## src/rtl/m_div_seq.sv

```systemverilog
// Restoring 1-bit/cycle divider for DIV/DIVU/REM/REMU and, on RV64, the word forms.
// Operands are captured on the accepting edge so the core may move on while this unit is busy.
module m_div_seq #(
    parameter int XLEN      = 32,
    parameter int SUPPORT_W = 0
) (
    input  logic            i_clk,
    input  logic            i_rst,
    input  logic            i_start,
    input  logic            i_kill,
    input  logic [2:0]      i_f3,
    input  logic            i_word,
    input  logic [XLEN-1:0] i_rs1,
    input  logic [XLEN-1:0] i_rs2,
    output logic [XLEN-1:0] o_res,
    output logic            o_done,
    output logic            o_busy
);

    // state  | meaning
    // S_IDLE | waiting for a start
    // S_CALC | one quotient bit per cycle, cnt counts down to zero
    // S_FIX  | apply result signs and word sign-extension
    // S_DONE | o_done pulse; a new start may be accepted here

    localparam bit USE_W = (SUPPORT_W != 0) && (XLEN == 64);
    localparam int CW    = $clog2(XLEN);

    typedef enum logic [1:0] {S_IDLE, S_CALC, S_FIX, S_DONE} state_t;

    state_t          state;
    logic [CW-1:0]   cnt;
    logic [XLEN-1:0] q;
    logic [XLEN-1:0] rem;
    logic [XLEN-1:0] dvs;
    logic            is_rem_r;
    logic            word_r;
    logic            neg_q_r;
    logic            neg_r_r;

    logic            w_op;
    logic            sgn;
    logic [XLEN-1:0] a_ext;
    logic [XLEN-1:0] b_ext;
    logic            a_neg;
    logic            b_neg;
    logic [XLEN-1:0] abs_a;
    logic [XLEN-1:0] abs_b;
    logic [XLEN-1:0] min_v;
    logic            div_zero;
    logic            ovf;
    logic [XLEN-1:0] fmt_a;
    logic [XLEN-1:0] spec_res;

    logic [XLEN:0]   rem_sh;
    logic            fits;
    logic [XLEN-1:0] rem_nx;
    logic [XLEN-1:0] q_nx;
    logic [XLEN-1:0] q_fix;
    logic [XLEN-1:0] r_fix;
    logic [XLEN-1:0] sel_res;
    logic [XLEN-1:0] fix_res;

    logic            unused_f3;
    assign unused_f3 = i_f3[2];

    function automatic logic [XLEN-1:0] sext32(input logic [31:0] x);
        return XLEN'($signed(x));
    endfunction

    always_comb begin
        w_op     = USE_W && i_word;
        sgn      = ~i_f3[0];
        a_ext    = i_rs1;
        b_ext    = i_rs2;
        if (w_op) begin
            a_ext = sgn ? sext32(i_rs1[31:0]) : XLEN'(i_rs1[31:0]);
            b_ext = sgn ? sext32(i_rs2[31:0]) : XLEN'(i_rs2[31:0]);
        end
        a_neg    = sgn & a_ext[XLEN-1];
        b_neg    = sgn & b_ext[XLEN-1];
        abs_a    = a_neg ? -a_ext : a_ext;
        abs_b    = b_neg ? -b_ext : b_ext;
        min_v    = w_op ? ~XLEN'(32'h7fff_ffff) : {1'b1, {(XLEN-1){1'b0}}};
        div_zero = (b_ext == '0);
        ovf      = sgn && (a_ext == min_v) && (b_ext == '1);
        fmt_a    = w_op ? sext32(i_rs1[31:0]) : i_rs1;
        if (div_zero) begin
            spec_res = i_f3[1] ? fmt_a : '1;
        end else begin
            spec_res = i_f3[1] ? '0 : fmt_a;
        end
    end

    // Word ops are left-aligned in q so the same shifter finishes them in 32 steps.
    always_comb begin
        rem_sh  = {rem, q[XLEN-1]};
        fits    = rem_sh >= {1'b0, dvs};
        rem_nx  = fits ? XLEN'(rem_sh - {1'b0, dvs}) : rem_sh[XLEN-1:0];
        q_nx    = {q[XLEN-2:0], fits};
        q_fix   = neg_q_r ? -q : q;
        r_fix   = neg_r_r ? -rem : rem;
        sel_res = is_rem_r ? r_fix : q_fix;
        fix_res = word_r ? sext32(sel_res[31:0]) : sel_res;
    end

    always_ff @(posedge i_clk) begin
        if (!i_rst) begin
            state    <= S_IDLE;
            cnt      <= '0;
            q        <= '0;
            rem      <= '0;
            dvs      <= '0;
            is_rem_r <= 1'b0;
            word_r   <= 1'b0;
            neg_q_r  <= 1'b0;
            neg_r_r  <= 1'b0;
            o_res    <= '0;
            o_done   <= 1'b0;
            o_busy   <= 1'b0;
        end else begin
            o_done <= 1'b0;
            case (state)
                S_IDLE, S_DONE: begin
                    state  <= S_IDLE;
                    o_busy <= 1'b0;
                    if (i_start && !i_kill) begin
                        is_rem_r <= i_f3[1];
                        word_r   <= w_op;
                        neg_q_r  <= a_neg ^ b_neg;
                        neg_r_r  <= a_neg;
                        if (div_zero || ovf) begin
                            state  <= S_DONE;
                            o_done <= 1'b1;
                            o_res  <= spec_res;
                        end else begin
                            state  <= S_CALC;
                            o_busy <= 1'b1;
                            cnt    <= w_op ? CW'(31) : CW'(XLEN - 1);
                            q      <= w_op ? (abs_a << (XLEN - 32)) : abs_a;
                            rem    <= '0;
                            dvs    <= abs_b;
                        end
                    end
                end
                S_CALC: begin
                    if (i_kill) begin
                        state  <= S_IDLE;
                        o_busy <= 1'b0;
                    end else begin
                        q   <= q_nx;
                        rem <= rem_nx;
                        if (cnt == '0) begin
                            state <= S_FIX;
                        end else begin
                            cnt <= cnt - 1'b1;
                        end
                    end
                end
                S_FIX: begin
                    state  <= i_kill ? S_IDLE : S_DONE;
                    o_busy <= 1'b0;
                    if (!i_kill) begin
                        o_done <= 1'b1;
                        o_res  <= fix_res;
                    end
                end
                default: begin
                    state  <= S_IDLE;
                    o_busy <= 1'b0;
                end
            endcase
        end
    end

endmodule

```

## config.mk

```make
export PLATFORM = sky130hd
export DESIGN_NAME = m_div_seq
export DESIGN_NICKNAME = d
export VERILOG_FILES = /design/src/rtl/m_div_seq.sv
export SDC_FILE = /design/constraint.sdc
export NUM_CORES = 1
export LEC_CHECK = 0
export ABC_CLOCK_PERIOD_IN_PS = 2700
export BUFFER_PORTS_ARGS = -buffer_cell sky130_fd_sc_hd__buf_2
export CORE_MARGIN = 5
export CORE_UTILIZATION = 46
export CTS_BUF_LIST = sky130_fd_sc_hd__clkbuf_16
export CTS_CLUSTER_SIZE = 16
export DETAILED_ROUTE_END_ITERATION = 10
export PLACE_DENSITY = 0.77
export RECOVER_POWER = 25
export SLEW_MARGIN = 25
export SYNTH_ARGS = -nofsm -noshare
export SYNTH_HDL_FRONTEND = slang
export SYNTH_SLANG_ARGS = --single-unit
```

## constraint.sdc

```tcl
create_clock -name i_clk -period 2.7 [get_ports i_clk]
set_input_delay 0.54 -clock i_clk [delete_from_list [all_inputs] [get_ports i_clk]]
set_output_delay 0.54 -clock i_clk [all_outputs]
set_load 0.01 [all_outputs]
```

# Yosys cells after proc, flatten, opt, wreduce, memory -nomap -nowiden
# Cells that the tools add are included.
[totals]
reg_bits = 140
output_inout_bits = 34
wordCells = 92
[op_classes]
addsub = 6
order_cmp = 1
eq_ne = 13
n_mux = 40
bitwise = 5
n_reduce_logical = 16
[op_table]
columns = ["op", "count"]
rows = [
  ["$mux W32", 18],
  ["$pmux W32 S2", 3],
  ["$neg A32 Y32", 4],
  ["$eq A32 B32 Y1 const B", 2],
  ["$ge A33 B32 Y1", 1],
  ["$logic_not A32 Y1", 1],
  ["$sub A32 B32 Y32", 1],
  ["$mux W5", 4],
  ["$ne A2 B2 Y1 const B", 7],
  ["$mux W2", 5],
  ["$pmux W5 S2", 1],
  ["$reduce_and A4 Y1", 2],
  ["$mux W1", 6],
  ["$pmux W2 S3", 1],
  ["$logic_not A5 Y1", 1],
  ["$reduce_and A5 Y1", 1],
  ["$sub A5 B1 Y5 const B", 1],
  ["$eq A2 B2 Y1 const B", 2],
  ["$reduce_bool A2 Y1", 2],
  ["$logic_and A1 B1 Y1", 3],
  ["$ne A3 B3 Y1 const B", 1],
  ["$pmux W1 S3", 1],
  ["$reduce_and A3 Y1", 1],
  ["$and A1 B1 Y1", 2],
  ["9 further kinds", 10],
]

# Longest topological paths before layout
# Gate-level depths: netlist of run 1.
[logic_depth]
word_depth = 7
mapped_depth = 13
ltp_nobuf = 13

# Least setup slack after synthesis of run 1
# OpenSTA, ideal clock, no wires.
[synth_path]
path_type = "in2reg"
from = "input i_rs1[19]"
to = "register o_res[6]"
setup_ps = 116
arrival_ps = 2765
required_time_ps = 2584
setup_slack_ps = -182
cell_stages = 9
path_buffers = 1
path_cell_list = "or4_1 or4_1 or2_4 o31ai_4 nand2_1 and2_1 buf_6 a211o_1 o211a_1"
[synth_via]
elab_chain_cells = 6
[synth_lines]
columns = ["item", "line_no", "rtl"]
rows = [
  ["from (decl)", "13", "input logic [XLEN-1:0] i_rs1,"],
  ["$eq A32 B32 Y1", "86", "ovf = sgn && (a_ext == min_v) && (b_ext == '1);"],
  ["$logic_and A1 B1 Y1 (2 in series)", "86", ""],
  ["$logic_or A1 B1 Y1", "132", "if (div_zero || ovf) begin"],
  ["$ne A2 B2 Y1 (no line)", "--", ""],
  ["$reduce_and A4 Y1 (no line)", "--", ""],
  ["to (signal assigned)", "135", "o_res <= spec_res;"],
  ["to (signal assigned)", "165", "o_res <= fix_res;"],
  ["to (decl)", "15", "output logic [XLEN-1:0] o_res,"],
]
# No other way between the ends.
# A chain may end at the register's enable or synchronous reset.

# Final worst setup path of run 1
[layout_path]
from = "input i_rs1[20]"
to = "register q[14]"
[layout_via]
elab_chain_cells = 6
[layout_lines]
columns = ["item", "line_no", "rtl"]
rows = [
  ["$eq A32 B32 Y1", "86", ""],
  ["$logic_and A1 B1 Y1 (2 in series)", "86", ""],
  ["$logic_or A1 B1 Y1", "132", ""],
  ["$ne A2 B2 Y1 (no line)", "--", ""],
  ["$reduce_and A4 Y1 (no line)", "--", ""],
  ["to (signal assigned)", "140", "q <= w_op ? (abs_a << (XLEN - 32)) : abs_a;"],
  ["to (signal assigned)", "151", "q <= q_nx;"],
  ["to (decl)", "33", "logic [XLEN-1:0] q;"],
]
# No other way between the ends.

==> impl_results.md, run 1 <==
* Highest routed layer: met4
* Post-route cell area at 0.0150 mm²
* # fillers at 2093
* Slew margin rel. at 0.425
* Placeable Area at 0.0242 mm²
* Root Driver: clkbuf_16
* Die width at between 150 and 200 µm
* Reg2reg path depth at 13
* Critical Path Start Type: input port
* Largest net degree at the start of global routing at 73
* Final TNS setup at -0.0166 ns
* CP Buf/Inv Count at 3
* Vias after detailed routing at 12.7k
* Initial antenna violation count at 0
* Synth Net Count at 1622
* Hold Crit Class: input port to register
* Top delay family on crit path: simple AND/OR/NAND/NOR gates
* Die Span Y at 167 µm
* Power Total at 6.21 mW
* CTS Sinks at 140
* #FFs+latches synth at 140
* Worst Setup SP: i_rs1[20]
* GP Congestion at 0.954
* Endpoints failing hold at 0
* Most used DFF post-synth: dfxtp_1
* Failing checks: setup timing
* Vias/cell at 5.99
* CP Depth at 11
* Vias in the first global route at between 10k and 15k
* Capture point of the worst reg-to-reg path: rem[5]$_SDFFE_PN0P_
* Starting Density at 0.467
* CTS tree: done
* Total Wirelength at 38.8 mm
* Static Leakage at 6.59 nW
* CP max-delay cell: or4_4
* Row cnt at 57
* Post-synthesis sequential area ratio at 0.248
* Final worst setup slack at -0.0111 ns
* Number of buffers created by CTS at 17
* Met3 wire len at 3.18 mm
* Slew Limit Fails at 0
* RSZ-0062 raised after global routing: yes
* DRC at 0
* Fin Clk Skew at 0.0117 ns
* Avg Inst Size Synth at 7.50 µm²
* Worst-Margin Slew at 0.851 ns
* Setup violations, final at 2
* Crit path capture type: register
* Area of placed instances at roughly 0.014 mm²
* GRT Residual Overflow at 0
* Layout cells sized above 1 at 0.262
* CP Class: input port to register
* Max Fclk at 369 MHz
* Area grow syn2layout at 32.8%
* Final cycle utilization of the critical path at 1.00
* P per Cell Area at 413 mW/mm²
* DRT met1 WL at 16.1 mm
* CP arrival at 3.04 ns
* Warnings from Yosys at 0
* Inserted Diodes at 0
* Most numerous cell in the Yosys netlist: nand2_1
* First-pass GRT wire length at 59.7 mm
* Period minus WS final at 2.71 ns
* CTS clk-pin slew, worst paths at 0.07 ns
* Post-synth EDFFs at 0
* First drt pass iteration count at 6
* All-Layer GR Usage at 0.255
* Most frequent cells after synthesis: nand2_1 (206), dfxtp_1 (140), o21ai_0 (115)
* Crit Path Max Fanout at 5
* Critical Path, Cell by Cell: buf_2 -> or4_4 -> or4_4 -> or2_4 -> o31ai_4 -> buf_4 -> nor2_4 -> or2_4 -> clkbuf_16 -> mux2i_1 -> nor2b_1
* CP endpoint: q[14]$_SDFFE_PN0P_
* Final ANT Viol Nets at 0
* WL per Instance at 18.2 µm
* Sequential cell area at 0.00283 mm²
* Port bufs at a little over 100
* Met2 Routed Length at 18.0 mm
* DRT iter0 DRCs at 1255
* Synth Instances at roughly 1.5k
* WP data required at 3.03 ns
* Post-synth cell types at 75
* Reg-to-Reg Start: dvs[18]$_SDFFE_PN0P_
* Post-synth top area share at 0.248
* Most area-consuming cells after synthesis: dfxtp_1 (25%), nand2_1 (6.8%), xor2_1 (5.6%)
* Mapped Area at 0.0113 mm²
* Largest area contributor in the netlist: dfxtp_1
* Area of the multi-input gates at 0.00835 mm²
* Hpwl dp at 28.1 mm
* Ys async rst share at 0
* I/O pin cnt at between 100 and 150
* Clock buffer depth at 2
* Max Cap Viol at 0
* Layout Nets at 1907
* H-tree Lvls at 4
* Status: finished with violations
* VDD IR max at a little under 0.0003 V
* FF-to-FF setup slack at 0.01 ns
* Clock Latency Late Sink at about 0.43 ns
* Die Area at 0.0278 mm²
* CP peak stage delay at between 0.5 and 0.6 ns
## metal layers
layer  track usage  vias up
met5             0        -
met2         0.421      606
li1              -     6029
met3        0.0363      134
met1         0.337     5978
met4         0.102        0
## cell families after synthesis
| family | count (synthesis) | share of synthesized area |
|---|---|---|
| AO/OA/AOI/OAI | 470 | 0.279 |
| XOR/XNOR | 141 | 0.109 |
| adder cells (fa/ha/maj) | 58 | 0.0612 |
| buffers and inverters | 156 | 0.0573 |
| flip-flops | 140 | 0.248 |
| multiplexers | 35 | 0.0310 |
| AND/OR/NAND/NOR | 508 | 0.215 |
## power breakdown
part           total [mW]  switching (mW)  leakage (nW)  internal, mW
clock network        2.40           0.966         0.281          1.43
logic                1.60           0.879          5.16         0.720
registers            2.22          0.0749          1.14          2.14
## area by class of cell
type                            count  area share
Tap cell                          324      0.0270
Multi-Input combinational cell   1212       0.555
Sequential cell                   140       0.188
Inverter                           55      0.0139
Clock buffer                       17      0.0283
Timing Repair Buffer              367       0.177
Clock inverter                     13      0.0102
## worst min-delay path by stage
stage | depth (start not counted) | startpoint | slack [ns] | end
6_report | 2 | i_kill | 0.36 | state[0]$_SDFFE_PN0P_
5_1_grt | 2 | i_kill | 0.37 | state[0]$_SDFFE_PN0P_
4_1_cts | 2 | i_kill | 0.36 | state[0]$_SDFFE_PN0P_
3_5_place_dp | 2 | o_res[18]$_SDFFE_PN0P_ | 0.46 | o_res[18]$_SDFFE_PN0P_
3_3_place_gp | 2 | o_res[18]$_SDFFE_PN0P_ | 0.45 | o_res[18]$_SDFFE_PN0P_
2_1_floorplan | 2 | q[19]$_SDFFE_PN0P_ | 0.46 | q[19]$_SDFFE_PN0P_
## flip-flops by register name, summed over array words and instances (netlist names)
name and cells:
neg_q_r 1, o_res 32, dvs 32, rem 32, o_done 1, is_rem_r 1, state 2, neg_r_r 1
o_busy 1, q 32, cnt 5
## through the flow
step / std cells / worst slack [ns] / utilization / hold slack [ns]
after floorplan: 1508 / -0.0751 / - / 0.463
after global placement: 2089 / -0.440 / 0.574 / 0.445
after detailed placement: 2089 / -0.422 / 0.574 / 0.464
after CTS: 2119 / -0.0213 / 0.601 / 0.358
after global routing: 2128 / -0.114 / 0.620 / 0.371
final: 2128 / -0.0111 / 0.620 / 0.365
## layout by cell type, fill, tap and decap left out, types with 14 or more instances in the layout
| cell | synthesis | routed |
|---|---|---|
| nand4_1 | 26 | 26 |
| clkbuf_16 | 0 | 21 |
| dfxtp_1 | 140 | 125 |
| xnor2_1 | 69 | 69 |
| mux2i_1 | 35 | 35 |
| a21oi_1 | 91 | 85 |
| ha_1 | 41 | 28 |
| buf_4 | 4 | 249 |
| a31oi_1 | 18 | 15 |
| o211ai_1 | 24 | 24 |
| clkbuf_1 | 75 | 34 |
| and2_1 | 26 | 23 |
| o211a_1 | 47 | 47 |
| nand3_1 | 33 | 29 |
| nor2_1 | 86 | 81 |
| o31ai_1 | 35 | 31 |
| nand2_1 | 206 | 202 |
| buf_2 | 13 | 68 |
| o21ai_1 | 21 | 36 |
| xor2_1 | 72 | 72 |
| nor2b_1 | 18 | 16 |
| maj3_1 | 16 | 16 |
| nand2b_1 | 17 | 17 |
| nor3_1 | 22 | 16 |
| o21ai_0 | 115 | 99 |
| inv_1 | 55 | 52 |
| or3_1 | 15 | 14 |
| a21o_1 | 22 | 22 |
## repair_timing
item / in CTS / in global routing
gates cloned: 0 / 4
endpoints found under the setup margin: 35 / 96
pin swaps: 5 / 34
hold buffers: 0 / 0
gates resized for setup: 24 / 88
buffers inserted: 0 / 6
(Power assumes the default switching activity.)
==> run 2, diff against run 1 <==
Settings changed: CORE_UTILIZATION 46 to 40, PLACE_DENSITY 0.77 to 0.7.
==> run 2 against run 1 <==
The run now ends clean. Clock skew grew 0.0049 ns. Utilization shrank 7.3 points. Register-to-register slack is essentially flat. Final cell count grew 3.4%. Largest cell class unchanged. Largest power group unchanged.
==> impl_results.md, run 2 (synthesized netlist as in run 1, its figures left out) <==
* First drt pass iteration count at 6 (unchanged)
* GRT Residual Overflow at 0 (unchanged)
* Largest net degree at the start of global routing at 46 (was 73)
* Vias in the first global route at 11.9k (was 11.8k)
* CTS tree: done (unchanged)
* Total Wirelength at 39.2 mm (was 38.8 mm)
* Vias after detailed routing at 12.6k (was 12.7k)
* Initial antenna violation count at 0 (unchanged)
* Clock buffer depth at 2 (unchanged)
* Starting Density at 0.406 (was 0.467)
* Root Driver: clkbuf_16 (unchanged)
* Placeable Area at 0.0279 mm² (was 0.0242 mm²)
* All-Layer GR Usage at 0.238 (was 0.255)
* # fillers at 2551 (was 2093)
* Final cycle utilization of the critical path at 0.995 (was 1.00)
* Die Span Y at 178 µm (was 167 µm)
* CP arrival at 2.98 ns (was 3.04 ns)
* Endpoints failing hold at 0 (unchanged)
* CTS Sinks at 140 (unchanged)
* Placed Cells at 2158 (was 2089)
* Hold Crit Class: input port to register (unchanged)
* Period minus WS final at 2.69 ns (was 2.71 ns)
* Worst-Margin Slew at 0.844 ns (was 0.851 ns)
* GP Congestion at 0.957 (was 0.954)
* Inserted Diodes at 0 (unchanged)
* Layout cells sized above 1 at 0.272 (was 0.262)
* H-tree Lvls at 4 (unchanged)
* Clock Latency Late Sink at 0.43 ns (about the same)
* Min Hold Slack at 0.372 ns (was 0.365 ns)
* Max Cap Viol at 0 (unchanged)
* CP peak stage delay at 0.58 ns (was 0.51 ns)
* DRC at 0 (unchanged)
* Crit Path Max Fanout at 5 (unchanged)
* Die width at 178 µm (was 167 µm)
* I/O pin cnt at 106 (unchanged)
* Static Leakage at 6.67 nW (was 6.59 nW)
* Critical Path, Cell by Cell: or4_4 -> nor4_4 -> nand4_1 -> buf_4 -> o21ai_2 -> xnor2_1 -> a222oi_1 -> a21oi_1 (was buf_2 -> or4_4 -> or4_4 -> or2_4 -> o31ai_4 -> buf_4 -> nor2_4 -> or2_4 -> clkbuf_16 -> mux2i_1 -> nor2b_1)
* CP max-delay cell: or4_4 (unchanged)
* WP data required at 2.99 ns (was 3.03 ns)
* Slew margin rel. at 0.429 (was 0.425)
* Commonest non-fill, non-tap cell in the layout: buf_4 (unchanged)
* Vias/cell at 5.73 (was 5.99)
* Fin Clk Skew at 0.0167 ns (was 0.0117 ns)
* Post-Layout Cell Count at 2201 (was 2128)
* RSZ-0062 raised after global routing: yes (unchanged)
* P per Cell Area at 400 mW/mm² (was 413 mW/mm²)
* Critical Path Start Type: register (was input port)
* Layout Nets at 1925 (was 1907)
* Crit path capture type: register (unchanged)
* Final ANT Viol Nets at 0 (unchanged)
* VDD IR max at 0.000317 V (was 0.000297 V)
* Most frequent cells in the layout: buf_4 (265), nand2_1 (202), dfxtp_1 (121) (was buf_4 (249), nand2_1 (202), dfxtp_1 (125))
* WL per Instance at 17.8 µm (was 18.2 µm)
* DRT iter0 DRCs at 1194 (was 1255)
* Status: finished clean (was finished with violations)
* First-pass GRT wire length at 61.1 mm (was 59.7 mm)
* Max Fclk at 372 MHz (was 369 MHz)
* Row cnt at 61 (was 57)
* Port bufs at 103 (unchanged)
* CTS clk-pin slew, worst paths at 0.06 ns (was 0.07 ns)
* Slew Limit Fails at 0 (unchanged)
* Hpwl dp at 30.0 mm (was 28.1 mm)
* Area grow syn2layout at 34.5% (was 32.8%)
* Number of buffers created by CTS at 17 (unchanged)
* Setup violations, final at 0 (was 2)
* Die Area at 0.0318 mm² (was 0.0278 mm²)
* CP Class: register to register (was input port to register)
==> run 2: repair_timing <==
item                                   4_1_cts  5_1_grt
setup buffers                                0       10
resized for setup                           15      102
cloned                                       0        2
endpoints found under the hold margin        0        0
hold buffers                                 0        0
pin swaps                                    2       41
setup endpoints to repair                   31       80
==> run 2: area by class of cell <==
cell class	count	area, µm²	share of cell area
multi-input cells	1212	8360	0.549
flip-flops and latches	140	2830	0.186
repair buffers	385	2800	0.184
well taps	378	473	0.0311
clock buffers	17	425	0.0279
inverters	55	209	0.0137
clock inverters	14	124	0.00814
==> run 2: worst paths after layout <==
path / cells after the start / end / slack (ns) / start
setup / recovery: 8 / o_res[30]$_SDFFE_PN0P_ / 0.01 / rem[8]$_SDFFE_PN0P_
setup reg to reg: 8 / o_res[30]$_SDFFE_PN0P_ / 0.01 / rem[8]$_SDFFE_PN0P_
hold / removal: 2 / state[0]$_SDFFE_PN0P_ / 0.37 / i_kill
hold reg to reg: 2 / o_res[18]$_SDFFE_PN0P_ / 0.48 / o_res[18]$_SDFFE_PN0P_
==> run 2: per-layer routing <==
metal	vias to the layer above	wire [µm]	GRT usage
li1	6057	-	-
met4	0	1400	0.0911
met3	96	3150	0.0379
met1	5934	17000	0.319
met5	-	0	0
met2	527	17600	0.384
==> run 2: metrics by stage <==
step	power [mW]	instance area, µm²	TNS, ns	util	worst slack, ns
2_1_floorplan	3.11	11400	-2.10	-	-0.0751
3_3_place_gp	3.71	14100	-34.61	0.507	-0.379
3_5_place_dp	3.74	14100	-39.64	0.507	-0.417
4_1_cts	6.00	14700	-0.000570	0.529	-0.000570
5_1_grt	6.36	15200	-0.443	0.546	-0.0795
6_report	6.08	15200	0	0.546	0.0140
==> run 2: critical path, delay by kind of cell, from the launching register on <==
family / cells / cell delay, ns
buffers and inverters: 1 / 0.22
AND/OR/NAND/NOR: 3 / 1.10
AO/OA/AOI/OAI: 3 / 0.80
XOR/XNOR: 1 / 0.08
flip-flops: 1 / 0.36
==> run 2: power breakdown <==
group,switching (mW),total [mW],internal (mW)
Clock,0.984,2.25,1.26
Sequential,0.0769,2.22,2.14
Combinational,0.876,1.62,0.743
==> run 3, diff against run 2 <==
Settings changed: GPL_ROUTABILITY_DRIVEN set to 0, REMOVE_ABC_BUFFERS set to 1.
==> run 3 against run 2 <==
First-iteration DRC count up 2.3%. Critical path depth up 3. Critical path type is now input port to register. Largest power group unchanged. Highest routed layer unchanged. The flow now finishes with violations (setup timing). Final cell count down 1.8%.
==> impl_results.md, run 3 (synthesized netlist as in run 1, its figures left out) <==
* Slew Limit Fails at 0 (unchanged)
* CP Buf/Inv Count at 3 (was 1)
* FF-to-FF setup slack at -0.03 ns (was 0.01 ns)
* VDD IR max at 0.000432 V (was 0.000317 V)
* Critical Path Start Type: input port (was register)
* Worst hold endpoint: state[0]$_SDFFE_PN0P_ (unchanged)
* Area grow syn2layout at 32.9% (was 34.5%)
* P per Cell Area at 424 mW/mm² (was 400 mW/mm²)
* Reg power frac at 0.345 (was 0.365)
* Inserted Diodes at 0 (unchanged)
* DRC at 0 (unchanged)
* RSZ-0062 raised after global routing: yes (unchanged)
* Slew margin rel. at 0.532 (was 0.429)
* Min Hold Slack at 0.382 ns (was 0.372 ns)
* Static Leakage at 6.48 nW (was 6.67 nW)
* Status: finished with violations (was finished clean)
* Hold Crit Class: input port to register (unchanged)
* Logic gate share of total power at 0.250 (was 0.266)
* Total Wirelength at 38.0 mm (was 39.2 mm)
* Hpwl dp at 27.1 mm (was 30.0 mm)
* Reg2reg path depth at 11 (was 8)
* Final worst setup slack at -0.0732 ns (was 0.0140 ns)
* Final cycle utilization of the critical path at 1.03 (was 0.995)
* Net Sw Frac at 0.307 (was 0.318)
* Vias/cell at 5.80 (was 5.73)
* DRT iter0 DRCs at 1222 (was 1194)
* Layout Nets at 1884 (was 1925)
* First drt pass iteration count at 7 (was 6)
* Number of buffers created by CTS at 17 (unchanged)
* Largest net degree at the start of global routing at 100 (was 46)
* Port bufs at 103 (unchanged)
* CP max-delay cell: or4_4 (unchanged)
* Die width at 178 µm (unchanged)
* WL per Instance at 17.6 µm (was 17.8 µm)
* Clock buffer depth at 2 (unchanged)
* Placed Cells at 2111 (was 2158)
* Layout cells sized above 1 at 0.246 (was 0.272)
* Capture point of the worst reg-to-reg path: rem[8]$_SDFFE_PN0P_ (was o_res[30]$_SDFFE_PN0P_)
* CP Class: input port to register (was register to register)
* Final TNS setup at -0.446 ns (was 0 ns)
* Core Util, Final at 0.540 (was 0.546)
* Die Span Y at 178 µm (unchanged)
* Commonest non-fill, non-tap cell in the layout: buf_4 (unchanged)
* Row cnt at 61 (unchanged)
* Critical Path, Cell by Cell: buf_6 -> or4_4 -> or4_4 -> or2_4 -> o31ai_4 -> buf_4 -> nor2_4 -> or2_4 -> buf_12 -> a22oi_1 -> nor2b_1 (was or4_4 -> nor4_4 -> nand4_1 -> buf_4 -> o21ai_2 -> xnor2_1 -> a222oi_1 -> a21oi_1)
* Initial antenna violation count at 0 (unchanged)
* Starting Density at 0.406 (unchanged)
* CP peak stage delay at 0.53 ns (was 0.58 ns)
* Placeable Area at 0.0279 mm² (unchanged)
* CTS Sinks at 140 (unchanged)
* Setup violations, final at 12 (was 0)
* Max Cap Viol at 0 (unchanged)
* Fin Clk Skew at 0.00931 ns (was 0.0167 ns)
* Worst-Margin Slew at 0.702 ns (was 0.844 ns)
* H-tree Lvls at 4 (unchanged)
* Post-CTS Hold Buffers at 0 (unchanged)
* GRT Residual Overflow at 0 (unchanged)
* Die Area at 0.0318 mm² (unchanged)
* Vias after detailed routing at 12.5k (was 12.6k)
* Power Total at 6.38 mW (was 6.08 mW)
* WP data required at 3.02 ns (was 2.99 ns)
* Crit path capture type: register (unchanged)
* CP arrival at 3.10 ns (was 2.98 ns)
* First-pass GRT wire length at 57.7 mm (was 61.1 mm)
* CTS tree: done (unchanged)
* Clock Latency Late Sink at 0.43 ns (about the same)
* Max Fclk at 361 MHz (was 372 MHz)
* Reg-to-Reg Start: rem[9]$_SDFFE_PN0P_ (was rem[8]$_SDFFE_PN0P_)
* CTS clk-pin slew, worst paths at 0.07 ns (was 0.06 ns)
* Vias in the first global route at 11.5k (was 11.9k)
* Root Driver: clkbuf_16 (unchanged)
* Failing checks: setup timing
* Clock power frac at 0.405 (was 0.369)
* Most frequent cells in the layout: buf_4 (220), nand2_1 (202), dfxtp_1 (133) (was buf_4 (265), nand2_1 (202), dfxtp_1 (121))
* Pint at 4.42 mW (was 4.15 mW)
* I/O pin cnt at 106 (unchanged)
* Hold path startpoint: i_kill (unchanged)
* Post-Layout Cell Count at 2161 (was 2201)
* Crit Path Max Fanout at 11 (was 5)
* Hold path cells at 2 (unchanged)
* Top delay family on crit path: simple AND/OR/NAND/NOR gates (unchanged)
* Final ANT Viol Nets at 0 (unchanged)
* All-Layer GR Usage at 0.222 (was 0.238)
* Period minus WS final at 2.77 ns (was 2.69 ns)
* Endpoints failing hold at 0 (unchanged)
* Switch Pwr at 1.96 mW (was 1.94 mW)
## run 3: layout make-up
cell class,count,area (µm²)
Timing Repair Buffer,344,2550
Sequential cell,140,2810
Multi-Input combinational cell,1212,8360
Tap cell,378,473
Inverter,55,206
Clock inverter,15,211
Clock buffer,17,425
Fill cell,2517,12800
## run 3: worst max-delay path by stage
stage	start	to	slack [ns]	depth (start not counted)
after global routing	rem[9]$_SDFFE_PN0P_	rem[8]$_SDFFE_PN0P_	-0.12	11
after global placement	i_rs1[19]	o_res[24]$_SDFFE_PN0P_	-0.49	11
after floorplan	i_rs1[0]	cnt[2]$_SDFFE_PN0P_	-1.68	10
after detailed placement	i_rs1[19]	o_res[24]$_SDFFE_PN0P_	-0.52	11
final	i_rs1[19]	cnt[2]$_SDFFE_PN0P_	-0.07	11
after CTS	q[3]$_SDFFE_PN0P_	o_res[25]$_SDFFE_PN0P_	-0.007	9
## run 3: power groups by stage
stage          sequential [mW]  clock (mW)  combinational (mW)
2_1_floorplan             2.24           0               0.799
3_3_place_gp              2.24           0                1.38
3_5_place_dp              2.24           0                1.41
4_1_cts                   2.20        2.59                1.44
5_1_grt                   2.21        2.69                1.73
6_report                  2.20        2.58                1.59
## run 3: timing repair
item | in CTS | in global routing
pin swaps | 3 | 29
gates cloned | 0 | 6
setup endpoints to repair | 51 | 62
setup buffers | 2 | 10
gates resized for setup | 17 | 104
## run 3: routing by layer
layer / GRT usage / up-vias / wire, µm
li1: - / 5982 / -
met1: 0.294 / 5923 / 15900
met2: 0.367 / 521 / 17800
met3: 0.0394 / 98 / 3020
met4: 0.0755 / 0 / 1280
met5: 0 / - / 0
## run 3: metrics by stage
step	cell area, µm²	setup slack (ns)
after global routing	15000	-0.121
after floorplan	10900	-1.68
after detailed placement	13700	-0.518
after CTS	14400	-0.00715
final	15000	-0.0732
after global placement	13700	-0.490
